### src/rtl/proc_isa_pkg.sv
// ISA constants shared by the fetch controller, ROM and datapath: opcodes,
// ALU op codes, controller state encoding, IR field positions and instruction classes.
package proc_isa_pkg;

  localparam logic [5:0] OP_AAD   = 6'd1;
  localparam logic [5:0] OP_AADI  = 6'd2;
  localparam logic [5:0] OP_MULI  = 6'd3;
  localparam logic [5:0] OP_SUBI  = 6'd4;
  localparam logic [5:0] OP_BEQ   = 6'd5;
  localparam logic [5:0] OP_JUMP  = 6'd6;
  localparam logic [5:0] OP_STORE = 6'd7;
  localparam logic [5:0] OP_LOAD  = 6'd8;
  localparam logic [5:0] OP_NOOP  = 6'd9;

  localparam logic [1:0] ALU_ADD  = 2'd0;
  localparam logic [1:0] ALU_SUB  = 2'd1;
  localparam logic [1:0] ALU_MUL  = 2'd2;
  localparam logic [1:0] ALU_PASS = 2'd3;

  localparam logic [2:0] ST_FETCH  = 3'd0;
  localparam logic [2:0] ST_DECODE = 3'd1;
  localparam logic [2:0] ST_EXEC   = 3'd2;
  localparam logic [2:0] ST_MEM    = 3'd3;
  localparam logic [2:0] ST_WB     = 3'd4;
  localparam logic [2:0] ST_HALT   = 3'd5;

  localparam int OP_HI  = 31;
  localparam int OP_LO  = 26;
  localparam int RS_HI  = 25;
  localparam int RS_LO  = 21;
  localparam int RT_HI  = 20;
  localparam int RT_LO  = 16;
  localparam int RD_HI  = 15;
  localparam int RD_LO  = 11;
  localparam int IMM_HI = 15;
  localparam int IMM_LO = 0;

  // Class tells the controller which path an instruction takes after EXEC.
  typedef enum logic [2:0] {
    CLS_NOP    = 3'd0,
    CLS_ALU    = 3'd1,
    CLS_LOAD   = 3'd2,
    CLS_STORE  = 3'd3,
    CLS_BRANCH = 3'd4,
    CLS_JUMP   = 3'd5
  } instr_class_e;

  function automatic logic [31:0] sign_ext16(input logic [15:0] v);
    return {{16{v[15]}}, v};
  endfunction

endpackage

### src/rtl/instr_field_decode.sv
// Combinational instruction decoder: splits the IR into register fields, immediate,
// ALU controls and an instruction class; flags undefined opcodes.
module instr_field_decode
  import proc_isa_pkg::*;
(
  input  logic [31:0]  i_ir,
  output logic [4:0]   o_rs,
  output logic [4:0]   o_rt,
  output logic [4:0]   o_wr,
  output logic [31:0]  o_imm,
  output logic [1:0]   o_alu_op,
  output logic         o_alu_src_imm,
  output instr_class_e o_cls,
  output logic         o_mul,
  output logic         o_illegal
);

  logic [5:0] w_op;

  always_comb begin
    w_op          = i_ir[OP_HI:OP_LO];
    o_rs          = i_ir[RS_HI:RS_LO];
    o_rt          = i_ir[RT_HI:RT_LO];
    o_wr          = (w_op == OP_AAD) ? i_ir[RD_HI:RD_LO] : i_ir[RT_HI:RT_LO];
    o_imm         = sign_ext16(i_ir[IMM_HI:IMM_LO]);
    o_alu_op      = ALU_PASS;
    o_alu_src_imm = 1'b0;
    o_cls         = CLS_NOP;
    o_mul         = 1'b0;
    o_illegal     = 1'b0;
    case (w_op)
      OP_AAD:   begin o_alu_op = ALU_ADD; o_cls = CLS_ALU; end
      OP_AADI:  begin o_alu_op = ALU_ADD; o_alu_src_imm = 1'b1; o_cls = CLS_ALU; end
      OP_MULI:  begin o_alu_op = ALU_MUL; o_alu_src_imm = 1'b1; o_cls = CLS_ALU; o_mul = 1'b1; end
      OP_SUBI:  begin o_alu_op = ALU_SUB; o_alu_src_imm = 1'b1; o_cls = CLS_ALU; end
      OP_BEQ:   begin o_alu_op = ALU_SUB; o_cls = CLS_BRANCH; end
      OP_JUMP:  begin o_cls = CLS_JUMP; end
      // Memory address is always base register plus immediate.
      OP_STORE: begin o_alu_op = ALU_ADD; o_alu_src_imm = 1'b1; o_cls = CLS_STORE; end
      OP_LOAD:  begin o_alu_op = ALU_ADD; o_alu_src_imm = 1'b1; o_cls = CLS_LOAD; end
      OP_NOOP:  begin o_cls = CLS_NOP; end
      default:  begin o_illegal = 1'b1; end
    endcase
  end

endmodule

### src/rtl/instr_fetch_ctrl.sv
// Multicycle fetch/decode controller (FETCH/DECODE/EXEC/MEM/WB/HALT) driving the ROM pc.
// Define FETCH_RETIRE_CNT_EN to add the retired_cnt instruction counter port.
module instr_fetch_ctrl
  import proc_isa_pkg::*;
#(
  parameter logic [31:0] PC_RESET = 32'h0,
  parameter int          MUL_LAT  = 2
) (
  input  logic        clk,
  input  logic        rst,
  input  logic [31:0] instr,
  input  logic        complete,
  input  logic        alu_zero,
  output logic [31:0] pc,
  output logic [4:0]  rs_addr,
  output logic [4:0]  rt_addr,
  output logic [4:0]  wr_addr,
  output logic [31:0] imm,
  output logic [1:0]  alu_op,
  output logic        alu_src_imm,
  output logic        reg_we,
  output logic        mem_re,
  output logic        mem_we,
  output logic        mem_to_reg,
  output logic        halted,
  output logic        illegal,
`ifdef FETCH_RETIRE_CNT_EN
  output logic [31:0] retired_cnt,
`endif
  output logic [2:0]  dbg_state
);

  localparam int CW = (MUL_LAT > 1) ? $clog2(MUL_LAT) : 1;

  logic [2:0]    r_state;
  logic [31:0]   r_pc;
  logic [31:0]   r_ir;
  logic [4:0]    r_rs;
  logic [4:0]    r_rt;
  logic [4:0]    r_wr;
  logic [31:0]   r_imm;
  logic [1:0]    r_alu_op;
  logic          r_alu_src_imm;
  instr_class_e  r_cls;
  logic [CW-1:0] r_mul_cnt;
  logic          r_illegal;

  logic [4:0]    w_rs;
  logic [4:0]    w_rt;
  logic [4:0]    w_wr;
  logic [31:0]   w_imm;
  logic [1:0]    w_alu_op;
  logic          w_alu_src_imm;
  instr_class_e  w_cls;
  logic          w_mul;
  logic          w_illegal;

  instr_field_decode u_decode (
    .i_ir          (r_ir),
    .o_rs          (w_rs),
    .o_rt          (w_rt),
    .o_wr          (w_wr),
    .o_imm         (w_imm),
    .o_alu_op      (w_alu_op),
    .o_alu_src_imm (w_alu_src_imm),
    .o_cls         (w_cls),
    .o_mul         (w_mul),
    .o_illegal     (w_illegal)
  );

  always_ff @(posedge clk or posedge rst) begin
    if (rst) begin
      r_state       <= ST_FETCH;
      r_pc          <= PC_RESET;
      r_ir          <= '0;
      r_rs          <= '0;
      r_rt          <= '0;
      r_wr          <= '0;
      r_imm         <= '0;
      r_alu_op      <= '0;
      r_alu_src_imm <= 1'b0;
      r_cls         <= CLS_NOP;
      r_mul_cnt     <= '0;
      r_illegal     <= 1'b0;
    end else begin
      case (r_state)
        ST_FETCH: begin
          if (complete) begin
            r_state <= ST_HALT;
          end else begin
            r_ir    <= instr;
            r_pc    <= r_pc + 32'd4;
            r_state <= ST_DECODE;
          end
        end
        ST_DECODE: begin
          r_rs          <= w_rs;
          r_rt          <= w_rt;
          r_wr          <= w_wr;
          r_imm         <= w_imm;
          r_alu_op      <= w_alu_op;
          r_alu_src_imm <= w_alu_src_imm;
          r_cls         <= w_cls;
          r_mul_cnt     <= w_mul ? CW'(MUL_LAT - 1) : '0;
          if (w_illegal) r_illegal <= 1'b1;
          r_state       <= ST_EXEC;
        end
        ST_EXEC: begin
          // Non-zero count means a MULI still has EXEC cycles to spend.
          if (r_mul_cnt != '0) begin
            r_mul_cnt <= r_mul_cnt - CW'(1);
          end else begin
            case (r_cls)
              CLS_BRANCH: begin
                if (alu_zero) r_pc <= r_pc + {r_imm[29:0], 2'b00};
                r_state <= ST_FETCH;
              end
              CLS_JUMP: begin
                r_pc    <= {r_pc[31:28], r_ir[25:0], 2'b00};
                r_state <= ST_FETCH;
              end
              CLS_LOAD, CLS_STORE: r_state <= ST_MEM;
              CLS_ALU:             r_state <= ST_WB;
              default:             r_state <= ST_FETCH;
            endcase
          end
        end
        ST_MEM:  r_state <= (r_cls == CLS_LOAD) ? ST_WB : ST_FETCH;
        ST_WB:   r_state <= ST_FETCH;
        ST_HALT: r_state <= ST_HALT;
        default: r_state <= ST_FETCH;
      endcase
    end
  end

  // Strobes decode straight from state so an async reset removes them at once.
  assign reg_we      = (r_state == ST_WB);
  assign mem_re      = (r_state == ST_MEM) && (r_cls == CLS_LOAD);
  assign mem_we      = (r_state == ST_MEM) && (r_cls == CLS_STORE);
  assign mem_to_reg  = (r_state == ST_WB) && (r_cls == CLS_LOAD);
  assign halted      = (r_state == ST_HALT);
  assign illegal     = r_illegal;
  assign pc          = r_pc;
  assign rs_addr     = r_rs;
  assign rt_addr     = r_rt;
  assign wr_addr     = r_wr;
  assign imm         = r_imm;
  assign alu_op      = r_alu_op;
  assign alu_src_imm = r_alu_src_imm;
  assign dbg_state   = r_state;

`ifdef FETCH_RETIRE_CNT_EN
  logic        w_retire;
  logic [31:0] r_retired;

  always_comb begin
    w_retire = 1'b0;
    if (r_state == ST_EXEC && r_mul_cnt == '0 &&
        (r_cls == CLS_NOP || r_cls == CLS_BRANCH || r_cls == CLS_JUMP))
      w_retire = 1'b1;
    if (r_state == ST_MEM && r_cls == CLS_STORE)
      w_retire = 1'b1;
    if (r_state == ST_WB)
      w_retire = 1'b1;
  end

  always_ff @(posedge clk or posedge rst) begin
    if (rst)           r_retired <= '0;
    else if (w_retire) r_retired <= r_retired + 32'd1;
  end

  assign retired_cnt = r_retired;
`endif

endmodule

### config.mk
export PLATFORM = sky130hd
export DESIGN_NAME = instr_fetch_ctrl
export DESIGN_NICKNAME = d
export VERILOG_FILES = /design/src/rtl/proc_isa_pkg.sv /design/src/rtl/instr_field_decode.sv /design/src/rtl/instr_fetch_ctrl.sv
export SDC_FILE = /design/constraint.sdc
export NUM_CORES = 1
export LEC_CHECK = 0
export BUFFER_PORTS_ARGS = -buffer_cell sky130_fd_sc_hd__buf_2
export CORE_MARGIN = 2
export CORE_UTILIZATION = 60
export CTS_BUF_LIST = sky130_fd_sc_hd__clkbuf_4 sky130_fd_sc_hd__clkbuf_8
export DETAILED_ROUTE_END_ITERATION = 10
export PLACE_DENSITY = 0.92
export RECOVER_POWER = 50
export SETUP_SLACK_MARGIN = 0.05
export SYNTH_ARGS = -nofsm -noshare
export SYNTH_HDL_FRONTEND = slang
export SYNTH_HIERARCHICAL = 1
export SYNTH_SLANG_ARGS = --single-unit
### constraint.sdc
create_clock -name clk -period 4.1 [get_ports clk]
set_input_delay 0.41 -clock clk [delete_from_list [all_inputs] [get_ports clk]]
set_output_delay 0.41 -clock clk [all_outputs]
set_load 0.02 [all_outputs]
* Yosys cells after proc, flatten, opt, wreduce, memory -nomap -nowiden
Cells that the tools add are included.
** Cells by class
- Add/subtract/negate cells :: 3
- Equal/unequal tests :: 26
- Muxes and demuxes :: 18
- Bitwise operators :: 2
- Reduce and logical (&&, ||, !) cells :: 16
** Operators with widths (number)
- 32-bit case mux with 2 select lines :: 2
- 32-bit 2-to-1 mux :: 3
- 32-bit by 3-bit adder with 32-bit output, second input constant :: 1
- 32-bit adder :: 1
- 3-bit case mux with 5 select lines :: 2
- 6-bit by 3-bit == test with 1-bit output, second input constant :: 4
- 3-bit by 2-bit == test with 1-bit output, second input constant :: 4
- 3-bit == test, second input constant :: 4
- 6-bit by 2-bit == test with 1-bit output, second input constant :: 2
- 6-bit by 4-bit == test with 1-bit output, second input constant :: 2
- 3-bit 2-to-1 mux :: 3
- 9-bit OR reduction :: 1
- 2-bit inequality test, second input constant :: 4
- 4-bit OR reduction :: 2
- 3-bit by 1-bit == test with 1-bit output, second input constant :: 2
- 6-bit by 1-bit == test with 1-bit output, second input constant :: 1
- 2-bit case mux with 3 select lines :: 1
- 3-bit case mux with 2 select lines :: 1
- 6-bit AND reduction :: 1
- 5-bit 2-to-1 mux :: 1
- 5-bit AND reduction :: 1
- 5-bit OR reduction :: 1
- 1-bit 2-to-1 mux :: 4
- 2-bit AND reduction :: 2
- 10 further kinds :: 15
** Word-level totals
- Register bits after elaboration :: 106
- Input bits :: 36
- Output and inout bits :: 91
- Word-level logic and storage cells :: 78

* Depth between registers and ports, before layout
Gate-level depths: netlist (run 1).
- Word-level depth :: 5
- Mapped depth :: 10
- Mapped depth without buffers :: 10

* Cells and area by module
The synthesis (run 1) kept the hierarchy.
** Modules (own cells, without submodules)
- instr_fetch_ctrl :: times used 1, cells an instance 759, area an instance 7349.5 sq um, sequential area each 3002.9 sq um
- instr_field_decode :: times used 1, cells an instance 79, area an instance 608.1 sq um, sequential area each 0.0 sq um

* Least setup slack after synthesis (run 1)
Ideal clock, no wire load.
- Kind :: reg-to-reg
- Start point :: register r_pc[2] (netlist: pc[2])
- End point :: register r_pc[30] (netlist: pc[30])
- Setup time :: 131 ps
- Data arrival time :: 2798 ps
- Data required time :: 3969 ps
- Slack :: 1171 ps
- Stages on the path, launching flop included :: 11
- Buffers on the path :: 0
- Period minus slack after synthesis :: 2929 ps
- Path through :: dfrtp_1 > ha_1 > fa_1 > a21o_1 > a221oi_2 > a21oi_2 > a41oi_2 > o21a_2 > o21ai_0 > and4b_1 > or3_1
** On the way
- Longest elaborated chain between the ends :: 5
- Elaborated cells on any way between the ends :: 7
- Those cells by class :: 2 x add/sub; 5 x mux
** RTL lines
- start: declaration :: RTL line instr_fetch_ctrl.sv:36 : logic [31:0] r_pc;
- start signal: assignment :: RTL line instr_fetch_ctrl.sv:92 : r_pc <= r_pc + 32'd4;
- start signal: assignment :: RTL line instr_fetch_ctrl.sv:115 : if (alu_zero) r_pc <= r_pc + {r_imm[29:0], 2'b00};
- start signal: assignment :: RTL line instr_fetch_ctrl.sv:119 : r_pc <= {r_pc[31:28], r_ir[25:0], 2'b00};
- 32-bit adder :: RTL line instr_fetch_ctrl.sv:115
- 32-bit 2-to-1 mux :: RTL line instr_fetch_ctrl.sv:115
- 32-bit case mux with 2 select lines :: RTL line instr_fetch_ctrl.sv:113 : case (r_cls)
- 32-bit 2-to-1 mux :: RTL line instr_fetch_ctrl.sv:110 : if (r_mul_cnt != '0) begin
- 32-bit case mux with 2 select lines (*) :: RTL line instr_fetch_ctrl.sv:86 : case (r_state)
Mark *: on every way between the ends. The rest lies on a longest branch, timed or not. The select of a mux whose other input is x is not followed.
A chain may end at the register's enable or synchronous reset.

* Worst setup path in the final report (run 1)
Ends and elaborated chain as after synthesis.

==> flow_metrics.py, run 1 <==
metrics = {
    "setup_path": {
        "startpoint_type": "flip-flop",
        "crit_chain": "ha_1 -> fa_1 -> a21o_1 -> a221oi_2 -> a21oi_2 -> a41oi_2 -> o21a_2 -> o21ai_0 -> and4b_1 -> or3_1",
        "crit_required_ps": 4440,
        "end_kind": "flip-flop",
        "arrival_ps": 3500,
        "slowest_stage": "dfrtp_1",
        "max_stage_delay_ps": 450,
        "worstPathMaxFanout": 7,
        "critPathKind": "flip-flop to flip-flop",
    },
    "global_routing": {
        "antenna_found_initial": 0,
        "grt_pass1_wl_um": 34100,
        "grt_pass1_vias": 6712,
        "track_usage": 0.304,
        "grt_overflow": 0,
        "grt_max_degree": 85,
    },
    "worst_hold_path": {
        "hold_path_class": "input pin to flip-flop",
    },
    "drt": {
        "routedWlPerCell_um": 19.1,
        "num_vias": 6986,
        "via_per_inst": 6.37,
        "drtPass1Iterations": 5,
        "drt_wl_total_um": 21000,
        "ant_nets": 0,
        "drc": 0,
        "drtIter0Drc": 737,
    },
    "place": {
        "port_buffers": 124,
        "place_congestion": 0.990,
        "placed_cells": 1064,
        "place_hpwl_um": 14800,
        "dpl_worst_slack_ps": 1030,
    },
    "floorplan": {
        "io_pins": 127,
        "die-height_um": 119,
        "die_area_sq_mm": 0.0142,
        "rows": 42,
        "die_w_um": 119,
        "coreArea_sq_mm": 0.0131,
        "start_util": 0.608,
    },
    "sta": {
        "relSlewSlack": -1.11,
        "fin_skew_ps": 11.7,
        "slew_viol_final": 84,
        "min_period_ps": 3160,
        "min_period_over_period": 0.772,
        "finalSetupViolations": 0,
        "tightest_slew_ps": 3160,
        "fin_tns_setup_ps": 0,
        "setup_slack_ps": 936,
        "rsz0062_at_grt": "false",
        "hold_viol": 0,
        "clock.fmax_mhz": 316,
    },
    "clock_tree": {
        "cts_sinks": 120,
        "cts_root_buf": "clkbuf_8",
        "cts_made_buffers": 17,
        "htree_levels": 4,
        "postCtsResizedCells": 0,
        "insertion_delay_ps": 460,
        "cts_hold_buffers": 0,
        "cts_setup_buffers": 0,
        "tritoncts": "yes",
        "cts_buffer_depth": 2,
        "path_clk_slew_ps": 80,
    },
    "status": {
        "violations": "max-capacitance violations, max-slew violations",
        "outcome": "finished, violations left",
    },
    "synth": {
        "async_flop_share": 1.00,
        "yosys_register_bits": 120,
        "synth.yosys.warnings": 6,
        "synth_edf_count": 0,
        "ys_seq_area_frac": 0.377,
        "synthDistinctLibCells": 76,
        "syn_area_sq_mm": 0.00796,
        "netlist_instances": 838,
        "synth_ff_type": "dfrtp_1",
        "avgSynthCellArea_sq_um": 9.50,
    },
    "cells_and_area": {
        "instances_no_fill": 1096,
        "drive_above_1_share": 0.262,
        "n_antenna_cell": 0,
        "area_growth_pct": 9.91,
        "fin_nets": 974,
    },
    "job": {
        "drv_cap": 1,
    },
}
-- synth_stat cells, types with 3 or more instances --
master	number	area share
o41ai_1	3	0.0033
or2_2	3	0.0024
or3b_1	4	0.0044
nor4_1	8	0.0063
o31a_1	3	0.0033
o211ai_1	5	0.0047
nand4_1	9	0.0071
o22ai_1	6	0.0047
xor2_1	10	0.011
nand3_1	28	0.018
nor3_1	22	0.014
a31oi_1	16	0.013
nor3b_1	5	0.0047
a21o_1	20	0.019
o21ai_0	62	0.039
a221oi_1	3	0.0033
buf_2	5	0.0031
a21oi_1	63	0.040
xnor2_1	11	0.012
buf_4	48	0.045
and4_1	4	0.0044
o31ai_1	4	0.0038
mux2i_1	3	0.0038
buf_1	3	0.0014
nor2b_1	10	0.0079
clkbuf_1	24	0.011
mux2_2	91	0.13
nor2_1	48	0.023
nand2b_1	9	0.0071
dfrtp_1	120	0.38
and2_1	7	0.0055
ha_1	30	0.047
o21bai_1	7	0.0066
inv_1	14	0.0066
o21a_1	3	0.0028
nand2_1	55	0.026
and3_1	16	0.013
nor2_2	3	0.0024
or3_1	4	0.0031
-- worst paths after layout --
check | start | endpoint | slack (ps) | cells past startpoint
min in group asynchronous | rst | rs_addr[4]$_DFFE_PP0P_ | 1090 | 2
worst min-delay path | instr[14] | r_ir[14]$_DFFE_PP0P_ | 170 | 2
max in group asynchronous | rst | imm[8]$_DFFE_PP0P_ | 1220 | 2
worst min register to register | illegal$_DFFE_PP0P_ | illegal$_DFFE_PP0P_ | 460 | 1
worst max register to register | pc[2]$_DFFE_PP0P_ | pc[30]$_DFFE_PP0P_ | 940 | 10
worst max-delay path | pc[2]$_DFFE_PP0P_ | pc[30]$_DFFE_PP0P_ | 940 | 10
-- worst max-delay path, delay by kind of cell, from the launching register on --
family,cells,cell delay [ps]
DFF,1,450
AOI/OAI and AO/OA,6,1340
and+or+nand+nor,2,580
adders and majority gates,2,680
-- area by class of cell --
class	instances	area, sq um
multi-input cells	621	4390
fillers	1060	4340
flip-flops and latches	120	3000
repair buffers	133	648
clock buffers	21	283
well taps	176	220
clock inverters	11	145
inverters	14	52.6
-- metal layers --
metal | up-vias | part of all wire | track usage
met3 | 64 | 0.095 | 0.0699
met5 | - | 0 | 0
met1 | 3368 | 0.41 | 0.408
met4 | 0 | 0.033 | 0.130
met2 | 372 | 0.47 | 0.474
li1 | 3182 | - | -
-- cell usage in the layout, fill, tap and decap left out, types with 8 or more instances in the layout --
master / synthesis / routed
dfrtp_1: 120 / 120
nor4_1: 8 / 8
nor2_1: 48 / 47
buf_4: 48 / 8
inv_1: 14 / 14
buf_2: 5 / 82
o21ai_0: 62 / 62
a21oi_1: 63 / 63
nand3_1: 28 / 28
nor3_1: 22 / 22
clkbuf_1: 24 / 42
a31oi_1: 16 / 16
ha_1: 30 / 30
and3_1: 16 / 16
clkbuf_8: 0 / 20
nand2_1: 55 / 55
nand4_1: 9 / 9
mux2_2: 91 / 91
nand2b_1: 9 / 9
a21o_1: 20 / 20
nor2b_1: 10 / 10
xnor2_1: 11 / 11
xor2_1: 10 / 10
-- state kept, by name (all words and copies together), names as in the netlist --
name         flops
alu_op           2
imm             32
pc              30
rt_addr          5
alu_src_imm      1
dbg_state        3
rs_addr          5
r_mul_cnt        1
wr_addr          5
r_cls            3
r_ir            32
illegal          1
-- stage by stage --
stage	util	instance area [sq um]	hold slack, ps
finish	0.668	8750	174
global route	0.668	8750	164
CTS	0.673	8800	159
detailed placement	0.640	8370	439
global placement	0.640	8370	434
floorplan	-	7960	480
-- cell families after synthesis --
| family | synth area share |
|---|---|
| AOI/OAI and AO/OA | 0.175 |
| other | 0.000471 |
| buffers and inverters | 0.0719 |
| muxes | 0.133 |
| xor gates and xnor gates | 0.0231 |
| DFF | 0.377 |
| and+or+nand+nor | 0.170 |
| adders and majority gates | 0.0497 |
Power of run 1 is not shown: default switching activity piles up to over one toggle a cycle in this logic, so the estimate is an artifact.
==> inputs of run 2 (changes only) <==
--- a/config.mk
+++ b/config.mk
@@ -7,10 +7,10 @@
 export LEC_CHECK = 0
 export BUFFER_PORTS_ARGS = -buffer_cell sky130_fd_sc_hd__buf_2
 export CORE_MARGIN = 2
-export CORE_UTILIZATION = 60
+export CORE_UTILIZATION = 54
 export CTS_BUF_LIST = sky130_fd_sc_hd__clkbuf_4 sky130_fd_sc_hd__clkbuf_8
 export DETAILED_ROUTE_END_ITERATION = 10
-export PLACE_DENSITY = 0.92
+export PLACE_DENSITY = 0.88
 export RECOVER_POWER = 50
 export SETUP_SLACK_MARGIN = 0.05
 export SYNTH_ARGS = -nofsm -noshare
==> constraint.sdc (replaced) <==
create_clock -name clk -period 2.8 [get_ports clk]
set_input_delay 0.28 -clock clk [delete_from_list [all_inputs] [get_ports clk]]
set_output_delay 0.28 -clock clk [all_outputs]
set_load 0.02 [all_outputs]
==> flow_metrics.py, run 2 (synthesis results as in run 1) <==
metrics = {
    "status": {
        "outcome": "finished, final reports clean",
    },
    "setup_path": {
        "setup.worst_path.start": "imm[0]$_DFFE_PP0P_",
        "r2r-start": "imm[0]$_DFFE_PP0P_",
        "crit_required_ps": 3120,
        "arrival_ps": 3080,
        "worstPathMaxFanout": 3,
        "end_kind": "flip-flop",
        "startpoint_type": "flip-flop",
        "critPathKind": "flip-flop to flip-flop",
    },
    "sta": {
        "tightest_slew_ps": 1260,
        "clock.fmax_mhz": 363,
        "setup_slack_ps": 45.3,
        "rsz0062_at_grt": "true",
        "fin_skew_ps": 10.5,
        "whs_ps": 58.3,
        "relSlewSlack": 0.155,
        "slew_viol_final": 0,
        "min_period_ps": 2750,
        "min_period_over_period": 0.984,
        "finalSetupViolations": 0,
        "hold_viol": 0,
    },
    "clock_tree": {
        "path_clk_slew_ps": 80,
        "cts_buffer_depth": 2,
        "cts_made_buffers": 17,
        "cts_sinks": 120,
        "tritoncts": "yes",
        "cts_root_buf": "clkbuf_8",
        "htree_levels": 4,
        "insertion_delay_ps": 450,
    },
    "place": {
        "place_congestion": 1.02,
        "port_buffers": 124,
        "dpl_cell_area_sq_mm": 0.00877,
        "dpl_worst_slack_ps": 7.89,
        "place_hpwl_um": 16100,
    },
    "global_routing": {
        "antenna_found_initial": 0,
        "grt_max_degree": 58,
        "grt_pass1_wl_um": 35300,
        "track_usage": 0.280,
        "grt_overflow": 0,
        "grt_pass1_vias": 6833,
    },
    "drt": {
        "num_vias": 7207,
        "ant_nets": 0,
        "routedWlPerCell_um": 19.4,
        "drt_wl_total_um": 22400,
        "via_per_inst": 6.25,
        "drc": 0,
        "drtIter0Drc": 770,
        "drtPass1Iterations": 8,
    },
    "cells_and_area": {
        "area_growth_pct": 15.8,
        "stdcell_area_sq_mm": 0.00922,
        "layout_common_cells": "119 x dfrtp_1, 91 x mux2_2, 63 x a21oi_1, 63 x buf_2, 63 x clkbuf_1",
        "fin_nets": 1024,
        "drive_above_1_share": 0.292,
        "final_common_cell": "dfrtp_1",
        "n_antenna_cell": 0,
    },
    "floorplan": {
        "io_pins": 127,
        "rows": 44,
        "die_area_sq_mm": 0.0157,
        "coreArea_sq_mm": 0.0145,
        "die_w_um": 125,
        "die-height_um": 125,
        "start_util": 0.550,
    },
    "worst_hold_path": {
        "min_from": "instr[6]",
        "hold_path_class": "input pin to flip-flop",
    },
    "job": {
        "drv_cap": 0,
    },
}
-- run 2: stage by stage --
step | TNS [ps] | util | instances
3_5_place_dp | 0 | 0.606 | 1118
5_1_grt | -302 | 0.636 | 1154
4_1_cts | 0 | 0.637 | 1152
2_1_floorplan | 0 | - | 839
6_report | 0 | 0.636 | 1154
3_3_place_gp | 0 | 0.606 | 1118
-- run 2: worst paths after layout --
path                                         to  slack [ps]  depth (start not counted)
min                         r_ir[6]$_DFFE_PP0P_          60                          2
min reg2reg                 illegal$_DFFE_PP0P_         460                          1
min in group asynchronous  r_ir[29]$_DFFE_PP0P_         630                          3
max in group asynchronous    pc[25]$_DFFE_PP0P_         710                          4
max                          pc[30]$_DFFE_PP0P_          50                         10
max reg2reg                  pc[30]$_DFFE_PP0P_          50                         10
-- run 2: routing by layer --
metal	up-vias	track usage	share of wire
met5	-	0	0
met4	0	0.0967	0.025
li1	3274	-	-
met1	3468	0.382	0.42
met2	410	0.439	0.46
met3	55	0.0702	0.10
-- run 2: layout make-up --
type | count | area, sq um
fill | 1217 | 5260
multi-input combinational | 621 | 4510
sequential | 120 | 3000
timing repair buffer | 183 | 1000
clock buffer | 22 | 297
tap | 184 | 230
clock inverter | 10 | 118
inverter | 14 | 53.8
-- run 2: critical path: stages (launching register included) --
cell	delay, ps
dfrtp_1	420
ha_4	180
fa_2	340
a21o_1	200
a221oi_4	350
a21oi_2	130
a41oi_2	210
o21a_2	210
o21ai_2	70
and4b_1	190
or3_1	340
-- run 2: repair_timing --
action | in CTS | in global routing
hold buffers | 1 | 0
endpoints found under the hold margin | 26 | 0
endpoints found under the setup margin | 2 | 11
pin swaps | 3 | 8
buffers inserted | 1 | 2
resized for setup | 3 | 15
Power of run 2 is left out for the same reason.
==> inputs of run 3 (changes only) <==
==> constraint.sdc (replaced) <==
create_clock -name clk -period 2.5 [get_ports clk]
set_input_delay 0.25 -clock clk [delete_from_list [all_inputs] [get_ports clk]]
set_output_delay 0.25 -clock clk [all_outputs]
set_load 0.02 [all_outputs]
==> flow_metrics.py, run 3 (synthesis results as in run 1) <==
metrics = {
    "setup_path": {
        "crit_required_ps": 2840,
        "worstReg2RegEnd": "pc[30]$_DFFE_PP0P_",
        "worstPathMaxFanout": 2,
        "reg2regPathDepth": 11,
        "crit_chain": "ha_4 -> fa_2 -> a21o_1 -> a221oi_4 -> buf_4 -> a21oi_2 -> a41oi_2 -> o21a_2 -> o21ai_2 -> and4b_1 -> or3_1",
        "r2r_setup_slack_ps": -280,
        "slowest_stage": "dfrtp_2",
        "critPathKind": "flip-flop to flip-flop",
        "crit_end": "pc[30]$_DFFE_PP0P_",
        "startpoint_type": "flip-flop",
        "setup.worst_path.start": "imm[0]$_DFFE_PP0P_",
        "r2r-start": "imm[0]$_DFFE_PP0P_",
        "end_kind": "flip-flop",
        "arrival_ps": 3110,
        "max_stage_delay_ps": 430,
    },
    "place": {
        "port_buffers": 124,
        "place_hpwl_um": 17200,
        "place_congestion": 0.998,
        "dpl_worst_slack_ps": -220,
    },
    "clock_tree": {
        "htree_levels": 4,
        "cts_buffer_depth": 2,
        "insertion_delay_ps": 470,
        "tritoncts": "yes",
        "cts_made_buffers": 17,
        "path_clk_slew_ps": 80,
        "cts_root_buf": "clkbuf_8",
        "cts_sinks": 120,
    },
    "global_routing": {
        "antenna_found_initial": 0,
        "grt_max_degree": 41,
        "grt_pass1_vias": 7261,
        "track_usage": 0.304,
        "grt_overflow": 0,
        "grt_pass1_wl_um": 38000,
    },
    "floorplan": {
        "die_w_um": 125,
        "rows": 44,
        "io_pins": 127,
        "die_area_sq_mm": 0.0157,
        "die-height_um": 125,
        "coreArea_sq_mm": 0.0145,
        "start_util": 0.550,
    },
    "sta": {
        "setup_slack_ps": -275,
        "tightest_slew_ps": 999,
        "hold_viol": 0,
        "min_period_ps": 2780,
        "relSlewSlack": 0.334,
        "min_period_over_period": 1.11,
        "finalSetupViolations": 16,
        "rsz0062_at_grt": "true",
        "fin_skew_ps": 20.4,
        "slew_viol_final": 0,
        "clock.fmax_mhz": 360,
    },
    "drt": {
        "drtPass1Iterations": 6,
        "via_per_inst": 6.25,
        "drc": 0,
        "ant_nets": 0,
        "drtIter0Drc": 767,
        "drt_wl_total_um": 24700,
        "num_vias": 7659,
        "routedWlPerCell_um": 20.1,
    },
    "status": {
        "outcome": "finished, violations left",
        "violations": "negative setup slack",
    },
    "cells_and_area": {
        "layout_common_cells": "116 x dfrtp_1, 111 x buf_4, 91 x mux2_2",
        "fin_nets": 1096,
        "n_antenna_cell": 0,
        "drive_above_1_share": 0.382,
        "area_growth_pct": 26.4,
        "final_common_cell": "dfrtp_1",
    },
    "worst_hold_path": {
        "hold_path_class": "input pin to flip-flop",
    },
    "job": {
        "drv_cap": 0,
    },
}
## run 3: repair_timing
| action | 4_1_cts | 5_1_grt |
|---|---|---|
| setup buffers | 7 | 12 |
| endpoints found under the hold margin | 25 | 1 |
| hold buffers | 9 | 1 |
| pin swaps | 15 | 41 |
| endpoints found under the setup margin | 15 | 19 |
| resized for setup | 15 | 37 |
## run 3: area by class of cell
cell class	count	area, sq um
clock buffer	21	270
inverter	14	53.8
sequential	120	3010
multi-input combinational	621	4700
tap	184	230
clock inverter	11	171
fill	1051	4420
timing repair buffer	255	1620
## run 3: routing by layer
layer	wire, um	up-vias	global-route usage
met5	0	-	0
met4	981	0	0.131
met3	2390	90	0.0774
met2	11300	428	0.470
met1	9990	3734	0.407
li1	-	3407	-
## run 3: worst min path at each step
stage | depth (start not counted) | to | start
after floorplan | 1 | r_ir[0]$_DFFE_PP0P_ | instr[0]
after global placement | 2 | illegal$_DFFE_PP0P_ | rst
after detailed placement | 2 | illegal$_DFFE_PP0P_ | rst
after CTS | 2 | r_ir[25]$_DFFE_PP0P_ | instr[25]
after global routing | 2 | r_ir[30]$_DFFE_PP0P_ | instr[30]
final | 2 | r_ir[30]$_DFFE_PP0P_ | instr[30]
## run 3: critical path: cells and delay by family (launching register included)
kind | cells | cell delay (ps)
buffers and inverters | 1 | 160
and+or+nand+nor | 2 | 540
DFF | 1 | 430
AOI/OAI and AO/OA | 6 | 1010
adders and majority gates | 2 | 510
## run 3: metrics by stage
stage               std cells  instance area (sq um)  hold WS [ps]  utilization  TNS, ps
global placement         1167                   9200           296        0.635     -907
CTS                      1214                   9860        0.0854        0.681    -1150
finish                   1226                  10100          13.7        0.695    -2040
detailed placement       1167                   9200           298        0.635    -1310
floorplan                 839                   8030           402            -     -541
global route             1226                  10100          4.78        0.695    -3250
Power of run 3 is left out for the same reason.
